<file path="config.mk">
export PLATFORM = sky130hd
export DESIGN_NAME = frame_buffer_flipper
export DESIGN_NICKNAME = d
export VERILOG_FILES = /design/src/rtl/cave_video_pkg.sv /design/src/rtl/sat_counter.sv /design/src/rtl/frame_buffer_flipper.sv
export SDC_FILE = /design/constraint.sdc
export NUM_CORES = 1
export LEC_CHECK = 0
export ABC_AREA = 1
export CAP_MARGIN = 20
export CELL_PAD_IN_SITES_DETAIL_PLACEMENT = 2
export CELL_PAD_IN_SITES_GLOBAL_PLACEMENT = 2
export CORE_ASPECT_RATIO = 0.9
export CORE_MARGIN = 2
export CORE_UTILIZATION = 21
export DETAILED_ROUTE_END_ITERATION = 8
export GPL_TIMING_DRIVEN = 0
export PLACE_DENSITY_LB_ADDON = 0.2
export SLEW_MARGIN = 20
export SYNTH_ARGS = -nofsm -noshare
export SYNTH_HDL_FRONTEND = slang
export SYNTH_SLANG_ARGS = --single-unit
</file>
<file path="constraint.sdc">
create_clock -name clock -period 1.45 [get_ports clock]
set_input_delay 0.3625 -clock clock [delete_from_list [all_inputs] [get_ports clock]]
set_output_delay 0.3625 -clock clock [all_outputs]
set_load 0.005 [all_outputs]
</file>
<file path="src/rtl/cave_video_pkg.sv">
// rtl/cave_video_pkg.sv - shared frame-buffer page types and defaults for the Cave video pipeline
package cave_video_pkg;

  typedef logic [1:0] page_index_t;

  localparam page_index_t RESET_RD_PAGE    = 2'd0;
  localparam page_index_t RESET_WR_PAGE    = 2'd1;
  localparam page_index_t RESET_SPARE_PAGE = 2'd2;

  localparam logic [31:0] FB_BASE_ADDR  = 32'h2420_0000;
  localparam int          FB_PAGE_SHIFT = 19;

endpackage

</file>
<file path="src/rtl/sat_counter.sv">
// rtl/sat_counter.sv - saturating event counter that sticks at all-ones
module sat_counter #(
  parameter int WIDTH = 16
) (
  input  logic             clock,
  input  logic             reset,
  input  logic             inc,
  output logic [WIDTH-1:0] count
);

  logic [WIDTH-1:0] r_count;

  always_ff @(posedge clock) begin
    if (reset) begin
      r_count <= '0;
    end else if (inc && (r_count != {WIDTH{1'b1}})) begin
      r_count <= r_count + 1'b1;
    end
  end

  assign count = r_count;

endmodule

</file>
<file path="src/rtl/frame_buffer_flipper.sv">
// rtl/frame_buffer_flipper.sv - double/triple frame-buffer page flipper; flips only at reader sync
module frame_buffer_flipper
  import cave_video_pkg::*;
#(
  parameter int                    ADDR_WIDTH  = 32,
  parameter logic [ADDR_WIDTH-1:0] BASE_ADDR   = ADDR_WIDTH'(FB_BASE_ADDR),
  parameter int                    PAGE_SHIFT  = FB_PAGE_SHIFT,
  parameter int                    COUNT_WIDTH = 16
) (
  input  logic                   clock,
  input  logic                   reset,
  input  logic                   triple_mode,
  input  logic                   write_done,
  input  logic                   read_sync,
  output logic [ADDR_WIDTH-1:0]  rd_addr,
  output logic [ADDR_WIDTH-1:0]  wr_addr,
  output logic [1:0]             rd_index,
  output logic [1:0]             wr_index,
  output logic                   pending,
  output logic                   write_stall,
  output logic                   dropped,
  output logic [COUNT_WIDTH-1:0] dropped_count
);

  page_index_t r_rd, r_wr, r_spare;
  logic        r_pend, r_mode, r_dropped;

  page_index_t w_rd_nxt, w_wr_nxt, w_spare_nxt;
  logic        w_pend_nxt, w_drop;

  always_ff @(posedge clock) begin
    if (reset) begin
      r_rd      <= RESET_RD_PAGE;
      r_wr      <= RESET_WR_PAGE;
      r_spare   <= RESET_SPARE_PAGE;
      r_pend    <= 1'b0;
      r_mode    <= triple_mode;
      r_dropped <= 1'b0;
    end else begin
      r_rd      <= w_rd_nxt;
      r_wr      <= w_wr_nxt;
      r_spare   <= w_spare_nxt;
      r_pend    <= w_pend_nxt;
      r_dropped <= w_drop;
    end
  end

  always_comb begin
    w_rd_nxt    = r_rd;
    w_wr_nxt    = r_wr;
    w_spare_nxt = r_spare;
    w_pend_nxt  = r_pend;
    w_drop      = 1'b0;
    if (r_mode) begin
      // In triple mode the pending flag always describes the spare page.
      if (write_done && read_sync) begin
        w_rd_nxt    = r_wr;
        w_wr_nxt    = r_spare;
        w_spare_nxt = r_rd;
        w_pend_nxt  = 1'b0;
        w_drop      = r_pend;
      end else if (write_done) begin
        w_wr_nxt    = r_spare;
        w_spare_nxt = r_wr;
        w_pend_nxt  = 1'b1;
        w_drop      = r_pend;
      end else if (read_sync && r_pend) begin
        w_rd_nxt    = r_spare;
        w_spare_nxt = r_rd;
        w_pend_nxt  = 1'b0;
      end
    end else begin
      if (write_done && read_sync) begin
        w_rd_nxt   = r_wr;
        w_wr_nxt   = r_rd;
        w_pend_nxt = 1'b0;
        w_drop     = r_pend;
      end else if (write_done) begin
        w_pend_nxt = 1'b1;
        w_drop     = r_pend;
      end else if (read_sync && r_pend) begin
        w_rd_nxt   = r_wr;
        w_wr_nxt   = r_rd;
        w_pend_nxt = 1'b0;
      end
    end
  end

  // Counter is fed the same condition as the dropped register so both move together.
  sat_counter #(
    .WIDTH (COUNT_WIDTH)
  ) u_drop_counter (
    .clock (clock),
    .reset (reset),
    .inc   (w_drop),
    .count (dropped_count)
  );

  assign rd_addr     = BASE_ADDR + (ADDR_WIDTH'(r_rd) << PAGE_SHIFT);
  assign wr_addr     = BASE_ADDR + (ADDR_WIDTH'(r_wr) << PAGE_SHIFT);
  assign rd_index    = r_rd;
  assign wr_index    = r_wr;
  assign pending     = r_pend;
  assign write_stall = r_pend & ~r_mode;
  assign dropped     = r_dropped;

endmodule

</file>
---- Word level (Yosys, flattened, before mapping) ----
Index checks and enable logic that the tools add are counted.
operators by class
  add/subtract/negate cells ............... 3
  equality and inequality tests ........... 4
  multiplexer cells ....................... 19
  bitwise operators ....................... 2
  reduce and logical (&&, ||, !) cells .... 10
operators with widths
  kind                                                             number
  30-bit by 21-bit adder with 31-bit output, first input constant  2
  2-bit two-way mux                                                15
  16-bit by 1-bit adder with 16-bit output, second input constant  1
  16-bit != test, second input constant                            1
  1-bit two-way mux                                                4
  2-bit AND reduction                                              2
  2-bit nonzero test                                               2
  1-bit logical AND                                                3
  3-bit by 1-bit != test with 1-bit output, second input constant  1
  3-bit by 2-bit != test with 1-bit output, second input constant  1
  3-bit AND reduction                                              1
  3-bit nonzero test                                               1
  2-bit by 1-bit != test with 1-bit output, second input constant  1
  2-bit OR reduction                                               1
  1-bit AND                                                        1
  1-bit NOT                                                        1
storage, ports and cells
  flip-flop bits (word level) ............. 25
  bits of input ports ..................... 5
  output and inout bits ................... 87
  logic and storage cells ................. 45

---- Depth between registers and ports, before layout ----
Gate-level depths: netlist of run 1.
  depth in word-level cells ............... 5
  mapped depth ............................ 9
  depth with buffers taken out ............ 9

---- Modules after synthesis ----
From an unflattened synthesis of run 1, not the netlist that was laid out.
unflattened totals
  cell total of the unflattened synthesis .. 283
  area total of the unflattened synthesis .. 1858.0 um^2
by module, submodules not included
  module                instances  cells each  area each (um^2)  seq. area each (um^2)
  sat_counter           1          149         929.6             320.3
  frame_buffer_flipper  1          134         928.4             190.2

---- Worst setup path before layout of run 1 ----
OpenSTA, ideal clock, no wires.
  path type ............................... register -> register
  from .................................... register u_drop_counter.r_count[0] (netlist: u_drop_counter.count[0])
  to ...................................... register u_drop_counter.r_count[2] (netlist: u_drop_counter.count[2])
  setup time .............................. 0.115 ns
  arrival time ............................ 1.255 ns
  required time ........................... 1.335 ns
  path slack .............................. 0.080 ns
  cell stages (with the launch flop) ...... 9
  buffers on the path ..................... 0
  period minus slack after synthesis ...... 1.370 ns
  cells stage by stage .................... dfxtp_1 -> ha_1 -> nand2_2 -> nor2_4 -> nand2_2 -> nor2_4 -> nor2_1 -> o21ai_1 -> nor2_1
between the ends
  cells in the longest elaborated chain, start to end .. 2
  elaborated cells between the ends (all ways) .. 3
  classes of those cells .................. add/sub: 1; eq/ne: 1; reduce/logical: 1
RTL lines
  item                                                                                              RTL line           text
  from (decl)                                                                                       sat_counter.sv:11  logic [WIDTH-1:0] r_count;
  from (signal assigned)                                                                            sat_counter.sv:17  r_count <= r_count + 1'b1;
  parallel branches: the longest is 2 deep, another holds 16-bit by 1-bit adder with 16-bit output  n/a
Several ways; the timed one is not identified.
A chain may end at the register's enable or synchronous reset.

---- Final worst setup path of run 1 ----
  from .................................... register u_drop_counter.r_count[0] (netlist: u_drop_counter.count[0])
  to ...................................... register u_drop_counter.r_count[8] (netlist: u_drop_counter.count[8])
Same word-level chain as after synthesis.

==> results.py, run 1 <==
metrics = {
    "outcome": {
        "status": "finished, violations left",
        "failed_checks": "negative setup slack",
    },
    "finish": {
        "fillers": 1066,
        "finish.instance_area_mm2": 0.003059,
        "ff_latch_area_um2": 574.3,
        "areaGrowthSynthToFinish_pct": 62.78,
        "layout-drive-gt1-share": 0.4520,
        "diodes": 0,
        "finalNetCount": 403,
        "multi_input_area_mm2": 0.001165,
    },
    "sta": {
        "layout_setup_ws_ns": -0.01612,
        "setup_viol": 1,
        "rsz0062_at_grt": "true",
        "fmax_mhz": 682.1,
        "hold_slack_ns": 0.4206,
        "fin_crit_sh": 1.011,
        "hold_viol": 0,
        "finalMaxSlewViolations": 0,
        "layout_min_cycle_time_ns": 1.466,
        "fin_worst_skew_ns": 0.008676,
    },
    "synth": {
        "synth_common_cells": "buf_4, nand2_1, nor2_1",
        "synth_warnings": 0,
        "ys_seq_elements": 25,
        "ys.flop_type": "dfxtp_1",
        "synth_top_area_frac": 0.2557,
        "synth-async-reset-ratio": 0,
        "syn_inst": 271,
        "ys_seq_area_frac": 0.2716,
        "ys_types": 31,
        "avgSynthCellArea_um2": 6.935,
        "synth.most_common_cell": "buf_4",
        "synth_area_leaders": "dfxtp_1, buf_4, nand2_1",
        "synth_edf_count": 1,
        "synth_largest_area_cell": "dfxtp_1",
        "syn_area_mm2": 0.001879,
    },
    "worst_setup_path": {
        "critical_path.slowest_cell": "dfxtp_4",
        "critPathLaunchType": "flip-flop",
        "path_buf_inv": 1,
        "crit_chain": "ha_4 > nand2_4 > nor2_4 > buf_6 > nand2_4 > nor3_4 > nand3_2 > nand2_1 > nor2_1",
        "arrival_ns": 1.65,
        "slowest_delay_ns": 0.39,
        "required_ns": 1.63,
        "r2r_setup_slack_ns": -0.02,
        "critPathMostFrequentCell": "nand2_4",
        "worstSetupStartpoint": "u_drop_counter.count[0]",
        "crit_type": "reg2reg",
        "cp-endpoint": "u_drop_counter.count[8]",
        "path_depth": 9,
        "end_kind": "flip-flop",
        "cp_max_fo": 4,
        "ff2ff_path_depth": 9,
        "path_delay_family": "simple AND/OR/NAND/NOR gates",
        "reg2reg_to": "u_drop_counter.count[8]",
        "r2r_start": "u_drop_counter.count[0]",
    },
    "power_and_ir_drop": {
        "power_frac_comb": 0.236,
        "power.switching_uw": 432.0,
        "pwr-share-seq": 0.469,
        "power.internal_uw": 1093,
        "p_leak_uw": 0.001682,
        "clock_power_share": 0.295,
        "ir_worst_vdd_v": 0.0002447,
        "power.density_mw_per_mm2": 498.4,
        "power_uw": 1525,
        "switching_share": 0.2834,
    },
    "clock_network": {
        "clk_pin_slew_ns": 0.10,
        "clock_path_buffers": 2,
        "cts_made_buffers": 3,
        "htree_num_levels": 1,
        "clk_latency_ns": 0.28,
        "cts.sinks": 25,
        "cts_tree": "done",
        "root_buffer": "clkbuf_8",
        "cts_hold_buf": 0,
    },
    "global_routing": {
        "grt_pass1_vias": 1996,
        "antenna_found_initial": 0,
        "grt_overflow": 0,
        "grt_usage": 0.1262,
        "grt_pass1_wl_um": 9956,
        "grt_max_degree": 14,
    },
    "min_path": {
        "hp-class": "in2reg",
        "min_path_cells": 2,
    },
    "floorplan": {
        "pin_count": 92,
        "num_rows": 32,
        "dieHeight_um": 93.75,
        "die_w_um": 103.7,
        "core_area_mm2": 0.008648,
        "initial_core_util": 0.2173,
        "die_area_mm2": 0.009723,
    },
    "drt": {
        "wirelength_um": 6284,
        "via_count": 2008,
        "ant_nets": 0,
        "vias_per_cell": 3.899,
        "dr.pass1.iters": 4,
        "drc": 0,
        "drtIter0Drc": 53,
        "wl_per_cell_um": 12.20,
    },
    "placement": {
        "placed_cell_area_mm2": 0.002556,
        "hpwl_um": 4607,
        "portBuffers": 31,
        "gp_congestion": 0.7895,
    },
    "run": {
        "maxCapViolCount": 0,
    },
}
-- worst reg2reg max path: cells and delay by family, from the launching register on --
kind,cells,cell delay (ns)
buffers and inverters,1,0.15
AND/OR/NAND/NOR,7,0.68
flip-flops,1,0.39
adder cells (fa/ha/maj),1,0.16
-- registers in the layout (all words and copies together), names as in the netlist --
| name | count |
|---|---|
| u_drop_counter.count | 16 |
| r_spare | 2 |
| rd_index | 2 |
| wr_index | 2 |
| dropped | 1 |
| pending | 1 |
| r_mode | 1 |
-- area by class of cell --
type / instances / area share
inverters: 23 / 0.02822
well taps: 119 / 0.04867
repair buffers: 63 / 0.1759
multi-input cells: 214 / 0.3808
plain buffers: 67 / 0.1640
clock buffers: 4 / 0.01472
flip-flops and latches: 25 / 0.1877
-- what timing repair did --
action	in CTS	in global routing
resized for setup	76	46
gates cloned	0	1
endpoints found under the setup margin	43	20
setup buffers	27	8
pin swaps	9	18
hold endpoints to repair	0	0
-- per-layer routing --
metal	GRT usage	wire length, um
met4	0.03716	70
met3	0.01664	298
met1	0.1554	2729
met2	0.2312	3186
met5	0	0
-- power by group through the flow --
stage,combinational [uW],sequential [uW],clock (uW)
6_report,360,715,450
4_1_cts,348,716,468
3_3_place_gp,325,758,0
3_5_place_dp,331,759,0
5_1_grt,405,721,497
2_1_floorplan,237,750,0
-- through the flow --
stage	instances	util	setup slack [ns]	TNS [ns]
global placement	479	0.2956	-0.4655	-6.540
floorplan	329	-	0.08001	0
global route	515	0.3537	-0.08512	-0.6711
finish	515	0.3537	-0.01612	-0.01612
detailed placement	479	0.2956	-0.5132	-7.273
CTS	510	0.3310	0.001731	0
-- logic make-up (layout without fill, tap and decap cells) --
| family | after synthesis | in the layout | share of synthesized area |
|---|---|---|---|
| simple gates | 121 | 121 | 0.3056 |
| compound gates | 30 | 30 | 0.08855 |
| flops | 25 | 25 | 0.2716 |
| fa+ha+maj | 1 | 1 | 0.006657 |
| buf+inv | 90 | 157 | 0.3129 |
| other cells | 2 | 60 | 0.003996 |
| mux | 2 | 2 | 0.01065 |
-- how the worst min path moves through the flow --
stage,startpoint,endpoint
after floorplan,reset,u_drop_counter.count[11]
after global placement,r_spare[1],r_spare[1]
after detailed placement,r_spare[1],r_spare[1]
after CTS,u_drop_counter.count[14],u_drop_counter.count[14]
after global routing,reset,u_drop_counter.count[11]
final,reset,u_drop_counter.count[11]
-- cells in the final DEF (no fill, tap or decap), drive strengths merged --
cell,count
o211a,1
edfxtp,1
nor2,46
nand4,3
or2,2
o22ai,1
clkdlybuf4s50,2
o211ai,2
nor3,3
a31oi,1
conb,60
nand2,47
ha,1
mux2i,2
a21oi,13
buf,99
inv,23
dfxtp,24
o21ai,12
clkdlybuf4s15,1
clkbuf,5
dlymetal6s2s,1
dlygate4sd2,26
nand3,20
Power figures use the tool's default switching activity.
==> run 2, diff against run 1 <==
--- a/config.mk
+++ b/config.mk
@@ -14,6 +14,7 @@
 export CORE_UTILIZATION = 21
 export DETAILED_ROUTE_END_ITERATION = 8
 export GPL_TIMING_DRIVEN = 0
+export HOLD_SLACK_MARGIN = 0.15
 export PLACE_DENSITY_LB_ADDON = 0.2
 export SLEW_MARGIN = 20
 export SYNTH_ARGS = -nofsm -noshare
==> constraint.sdc (replaced) <==
create_clock -name clock -period 1.4 [get_ports clock]
set_input_delay 0.35 -clock clock [delete_from_list [all_inputs] [get_ports clock]]
set_output_delay 0.35 -clock clock [all_outputs]
set_load 0.005 [all_outputs]
==> run 2 against run 1 <==
The flow still finishes with violations (negative setup slack). Hold slack gained 0.0090 ns. Clock skew shrank 0.0040 ns. Core utilization shrank 0.25 points. Wire length shrank 2.6%. Die area is the same. Critical path type unchanged. Largest cell class unchanged. Largest power group unchanged.
==> results.py, run 2 (synthesized netlist as in run 1, its figures left out) <==
metrics = {
    "outcome": {
        "status": "finished, violations left",
        "failed_checks": "negative setup slack",
    },
    "sta": {
        "hold_viol": 0,
        "finalMaxSlewViolations": 0,
        "rsz0062_at_grt": "true",
        "setup_viol": 5,
        "fin_worst_skew_ns": 0.004632,
        "layout_min_cycle_time_ns": 1.445,
        "fin_crit_sh": 1.032,
        "fmax_mhz": 692.2,
        "layout_setup_ws_ns": -0.04470,
    },
    "clock_network": {
        "htree_num_levels": 1,
        "root_buffer": "clkbuf_8",
        "cts.sinks": 25,
        "clk_latency_ns": 0.28,
        "cts_made_buffers": 3,
        "clock_path_buffers": 2,
        "cts_tree": "done",
        "clk_pin_slew_ns": 0.10,
    },
    "worst_setup_path": {
        "end_kind": "flip-flop",
        "cp_max_fo": 5,
        "critPathLaunchType": "flip-flop",
        "required_ns": 1.58,
        "arrival_ns": 1.63,
        "crit_type": "reg2reg",
    },
    "drt": {
        "route.met2.wl_um": 3010,
        "wirelength_um": 6120,
        "vias_per_cell": 3.875,
        "ant_nets": 0,
        "drtIter0Drc": 49,
        "wl_per_cell_um": 11.91,
        "via_count": 1992,
        "dr_wl_met3_um": 304,
        "drc": 0,
        "met1_length_um": 2736,
        "dr.pass1.iters": 4,
        "dr.max_layer_used": "met4",
    },
    "global_routing": {
        "grt_max_degree": 14,
        "grt_usage": 0.1277,
        "grt_overflow": 0,
        "antenna_found_initial": 0,
        "grt_pass1_vias": 2029,
        "grt_pass1_wl_um": 10040,
    },
    "power_and_ir_drop": {
        "ir_worst_vdd_v": 0.0002558,
        "p_leak_uw": 0.001667,
        "pwr-share-seq": 0.467,
        "power_frac_comb": 0.240,
        "power.internal_uw": 1137,
        "clock_power_share": 0.293,
        "power_uw": 1584,
        "power.switching_uw": 447.3,
        "power.density_mw_per_mm2": 521.5,
        "switching_share": 0.2823,
    },
    "finish": {
        "areaGrowthSynthToFinish_pct": 61.65,
        "layout-drive-gt1-share": 0.4481,
        "diodes": 0,
        "mostFrequentLayoutCells": "buf_4, conb_1, nand2_1",
        "final_common_cell": "buf_4",
        "largest_reg_flops": 16,
        "utilization": 0.3513,
        "finalNetCount": 402,
    },
    "floorplan": {
        "core_area_mm2": 0.008648,
        "pin_count": 92,
        "die_w_um": 103.7,
        "die_area_mm2": 0.009723,
        "dieHeight_um": 93.75,
        "initial_core_util": 0.2173,
        "num_rows": 32,
    },
    "run": {
        "maxCapViolCount": 0,
    },
    "placement": {
        "gp_congestion": 0.7895,
        "portBuffers": 31,
        "hpwl_um": 4607,
    },
    "min_path": {
        "hp-class": "in2reg",
    },
}
[run 2: cell types whose count changed in the layout (fill, tap and decap cells not counted), moves of 2 or more]
cell	delta
dlygate4sd2_1	-3
nand3_1	+4
nand3_2	-3
nand2_1	-3
nor2_1	+2
nand2_2	+2
clkdlybuf4s15_1	+3
nor2_2	-2
[run 2: metrics by stage]
step           instances  setup TNS, ns  cell area (um2)  setup slack [ns]  hold slack [ns]
4_1_cts              512        -0.1153             2943          -0.04010           0.5226
3_3_place_gp         479         -7.406             2556           -0.5030           0.5147
3_5_place_dp         479         -8.144             2556           -0.5507           0.5264
6_report             514        -0.1284             3038          -0.04470           0.4296
5_1_grt              514         -1.549             3038           -0.1637           0.4370
2_1_floorplan        329              0             2097           0.03001           0.4124
[run 2: metal layers]
metal	vias to the layer above	GRT usage
li1	987	-
met1	944	0.1557
met2	56	0.2345
met3	5	0.01872
met4	0	0.03716
met5	-	0
[run 2: final timing paths]
kind | slack, ns | end | from | depth (start not counted)
worst max register to register | -0.04 | u_drop_counter.count[6] | u_drop_counter.count[1] | 8
worst max-delay path | -0.04 | u_drop_counter.count[6] | u_drop_counter.count[1] | 8
worst min-delay path | 0.43 | u_drop_counter.count[11] | reset | 2
worst min register to register | 0.52 | u_drop_counter.count[14] | u_drop_counter.count[14] | 2
[run 2: final cells by class]
cell class / instances / area [um2]
repair buffers: 62 / 530.5
multi-input cells: 214 / 1149
clock buffers: 4 / 45.04
flip-flops and latches: 25 / 574.3
plain buffers: 67 / 501.7
inverters: 23 / 88.84
fillers: 1075 / 5610
well taps: 119 / 148.9
[run 2: what timing repair did]
action                                  4_1_cts  5_1_grt
cloned                                        1        0
setup buffers                                30        3
gates resized for setup                      94       30
endpoints found under the setup margin       43       25
hold buffers                                  0        0
pin swaps                                    12       11
[run 2: critical path, cell delays in order, from the launching register on]
cell     delay, ns
dfxtp_4       0.38
ha_4          0.16
nand2_4       0.05
nor2_4        0.14
nand2_2       0.10
nor2_4        0.25
nor2_4        0.08
a21oi_2       0.14
nor2_1        0.05
[run 2: power groups by stage]
stage | Clock (uW) | Combinational, uW | Sequential (uW)
finish | 464 | 380 | 740
global route | 515 | 427 | 746
CTS | 485 | 363 | 741
detailed placement | 0 | 343 | 786
global placement | 0 | 337 | 785
floorplan | 0 | 246 | 777
==> run 3, diff against run 2 <==
--- a/config.mk
+++ b/config.mk
@@ -10,8 +10,7 @@
 export CELL_PAD_IN_SITES_DETAIL_PLACEMENT = 2
 export CELL_PAD_IN_SITES_GLOBAL_PLACEMENT = 2
 export CORE_ASPECT_RATIO = 0.9
-export CORE_MARGIN = 2
-export CORE_UTILIZATION = 21
+export CORE_UTILIZATION = 19
 export DETAILED_ROUTE_END_ITERATION = 8
 export GPL_TIMING_DRIVEN = 0
 export HOLD_SLACK_MARGIN = 0.15
==> constraint.sdc (replaced) <==
create_clock -name clock -period 1.3 [get_ports clock]
set_input_delay 0.325 -clock clock [delete_from_list [all_inputs] [get_ports clock]]
set_output_delay 0.325 -clock clock [all_outputs]
set_load 0.005 [all_outputs]
==> run 3 against run 2 <==
The run still ends with negative setup slack left. Hold slack got worse by 0.067 ns. Worst setup slack got worse by 0.13 ns. Combinational power rose by 16%. Critical path depth did not move. Core utilization fell by 2.1 points. Sequential share of layout area fell by 0.88 points. Cell area rose by 4.9%. Wire length rose by 1.2%. Sequential power rose by 8.0%. Clock power rose by 11%.
==> results.py, run 3 (synthesized netlist as in run 1, its figures left out) <==
metrics = {
    "drt": {
        "wirelength_um": 6196,
        "ant_nets": 0,
        "vias_per_cell": 3.767,
        "dr.pass1.iters": 3,
        "drtIter0Drc": 56,
        "via_count": 1985,
        "wl_per_cell_um": 11.76,
        "drc": 0,
    },
    "floorplan": {
        "num_rows": 34,
        "die_area_mm2": 0.01029,
        "dieHeight_um": 96.35,
        "initial_core_util": 0.1946,
        "pin_count": 92,
        "core_area_mm2": 0.009657,
        "die_w_um": 106.8,
    },
    "placement": {
        "gp_congestion": 0.7383,
        "portBuffers": 31,
        "placed_cell_area_mm2": 0.002582,
        "hpwl_um": 4549,
        "place_inst": 486,
    },
    "outcome": {
        "failed_checks": "negative setup slack",
        "status": "finished, violations left",
    },
    "worst_setup_path": {
        "slowest_delay_ns": 0.38,
        "path_buf_inv": 2,
        "path_delay_family": "simple AND/OR/NAND/NOR gates",
        "crit_chain": "ha_4 > nand2_4 > nor2_4 > buf_6 > nand4_4 > buf_6 > a21oi_1 > nor2_1",
        "critPathLaunchType": "flip-flop",
        "critPathMostFrequentCell": "buf_6",
        "cp_max_fo": 5,
        "required_ns": 1.48,
        "critical_path.slowest_cell": "dfxtp_4",
        "crit_type": "reg2reg",
        "end_kind": "flip-flop",
        "arrival_ns": 1.66,
    },
    "finish": {
        "layout-drive-gt1-share": 0.4763,
        "largest_reg_flops": 16,
        "finish.instance_area_mm2": 0.003187,
        "fin_cells": 527,
        "final_common_cell": "buf_4",
        "diodes": 0,
        "mostFrequentLayoutCells": "buf_4, conb_1, nand2_1",
        "finalNetCount": 408,
        "utilization": 0.3300,
        "areaGrowthSynthToFinish_pct": 69.57,
    },
    "clock_network": {
        "cts_made_buffers": 3,
        "cts.sinks": 25,
        "htree_num_levels": 1,
        "root_buffer": "clkbuf_8",
        "clk_pin_slew_ns": 0.11,
        "cts_tree": "done",
        "clk_latency_ns": 0.28,
        "clock_path_buffers": 2,
    },
    "power_and_ir_drop": {
        "power.density_mw_per_mm2": 551.1,
        "p_leak_uw": 0.001714,
        "power.internal_uw": 1248,
        "switching_share": 0.2893,
        "clock_power_share": 0.293,
        "power_frac_comb": 0.252,
        "power.switching_uw": 508.1,
        "pwr-share-seq": 0.455,
        "ir_worst_vdd_v": 0.0003264,
    },
    "global_routing": {
        "antenna_found_initial": 0,
        "grt_overflow": 0,
        "grt_max_degree": 16,
        "grt_usage": 0.1222,
        "grt_pass1_vias": 1946,
        "grt_pass1_wl_um": 9894,
    },
    "sta": {
        "rsz0062_at_grt": "true",
        "fmax_mhz": 676.5,
        "tns_ns": -2.436,
        "fin_crit_sh": 1.137,
        "layout_min_cycle_time_ns": 1.478,
        "setup_viol": 16,
        "layout_setup_ws_ns": -0.1781,
        "hold_viol": 0,
        "hold_slack_ns": 0.3625,
        "finalMaxSlewViolations": 0,
        "fin_worst_skew_ns": 0.004479,
    },
    "run": {
        "maxCapViolCount": 0,
    },
    "min_path": {
        "hp-class": "in2reg",
    },
}
## run 3: cell types whose count changed in the layout (fill, tap and decap cells not counted), moves of 3 or more
cell,delta
buf_6,+13
nand2_2,-3
nand3_1,-6
dlygate4sd2_1,-3
clkdlybuf4s15_1,-3
nand3_2,+6
## run 3: cell type report
cell class              count  area (um2)
clock inverters             1       7.507
clock buffers               3       41.29
repair buffers             69       628.1
flip-flops and latches     25       574.3
fillers                  1151        6470
multi-input cells         214        1187
inverters                  23       86.33
well taps                 126       157.7
plain buffers              66       504.2
## run 3: metrics by stage
step | total power [uW] | setup WS (ns)
detailed placement | 1216 | -0.6740
CTS | 1789 | -0.1652
finish | 1756 | -0.1781
global route | 1872 | -0.2711
floorplan | 1102 | 0.008309
global placement | 1211 | -0.6257
## run 3: final timing paths
| path | start | endpoint | slack, ns | depth (start not counted) |
|---|---|---|---|---|
| max | u_drop_counter.count[1] | u_drop_counter.count[9] | -0.18 | 8 |
| min | reset | u_drop_counter.count[11] | 0.36 | 2 |
| max reg2reg | u_drop_counter.count[1] | u_drop_counter.count[9] | -0.18 | 8 |
| min reg2reg | u_drop_counter.count[7] | u_drop_counter.count[7] | 0.53 | 3 |
## run 3: power by group through the flow
stage | clock, uW | sequential [uW] | combinational, uW
5_1_grt | 574 | 806 | 492
2_1_floorplan | 0 | 837 | 265
4_1_cts | 541 | 799 | 449
3_3_place_gp | 0 | 847 | 364
6_report | 515 | 799 | 442
3_5_place_dp | 0 | 848 | 368
## run 3: repair_timing
action	4_1_cts	5_1_grt
setup buffers	39	2
cloned	1	0
resized for setup	130	19
endpoints found under the setup margin	44	26
hold buffers	0	0
pin swaps	10	11
## run 3: metal layers
layer / vias up / track usage / share of wire
met4: 0 / 0.02397 / 0.0053
met5: - / 0 / 0
met3: 2 / 0.01083 / 0.037
li1: 997 / - / -
met1: 935 / 0.1504 / 0.46
met2: 51 / 0.2323 / 0.50
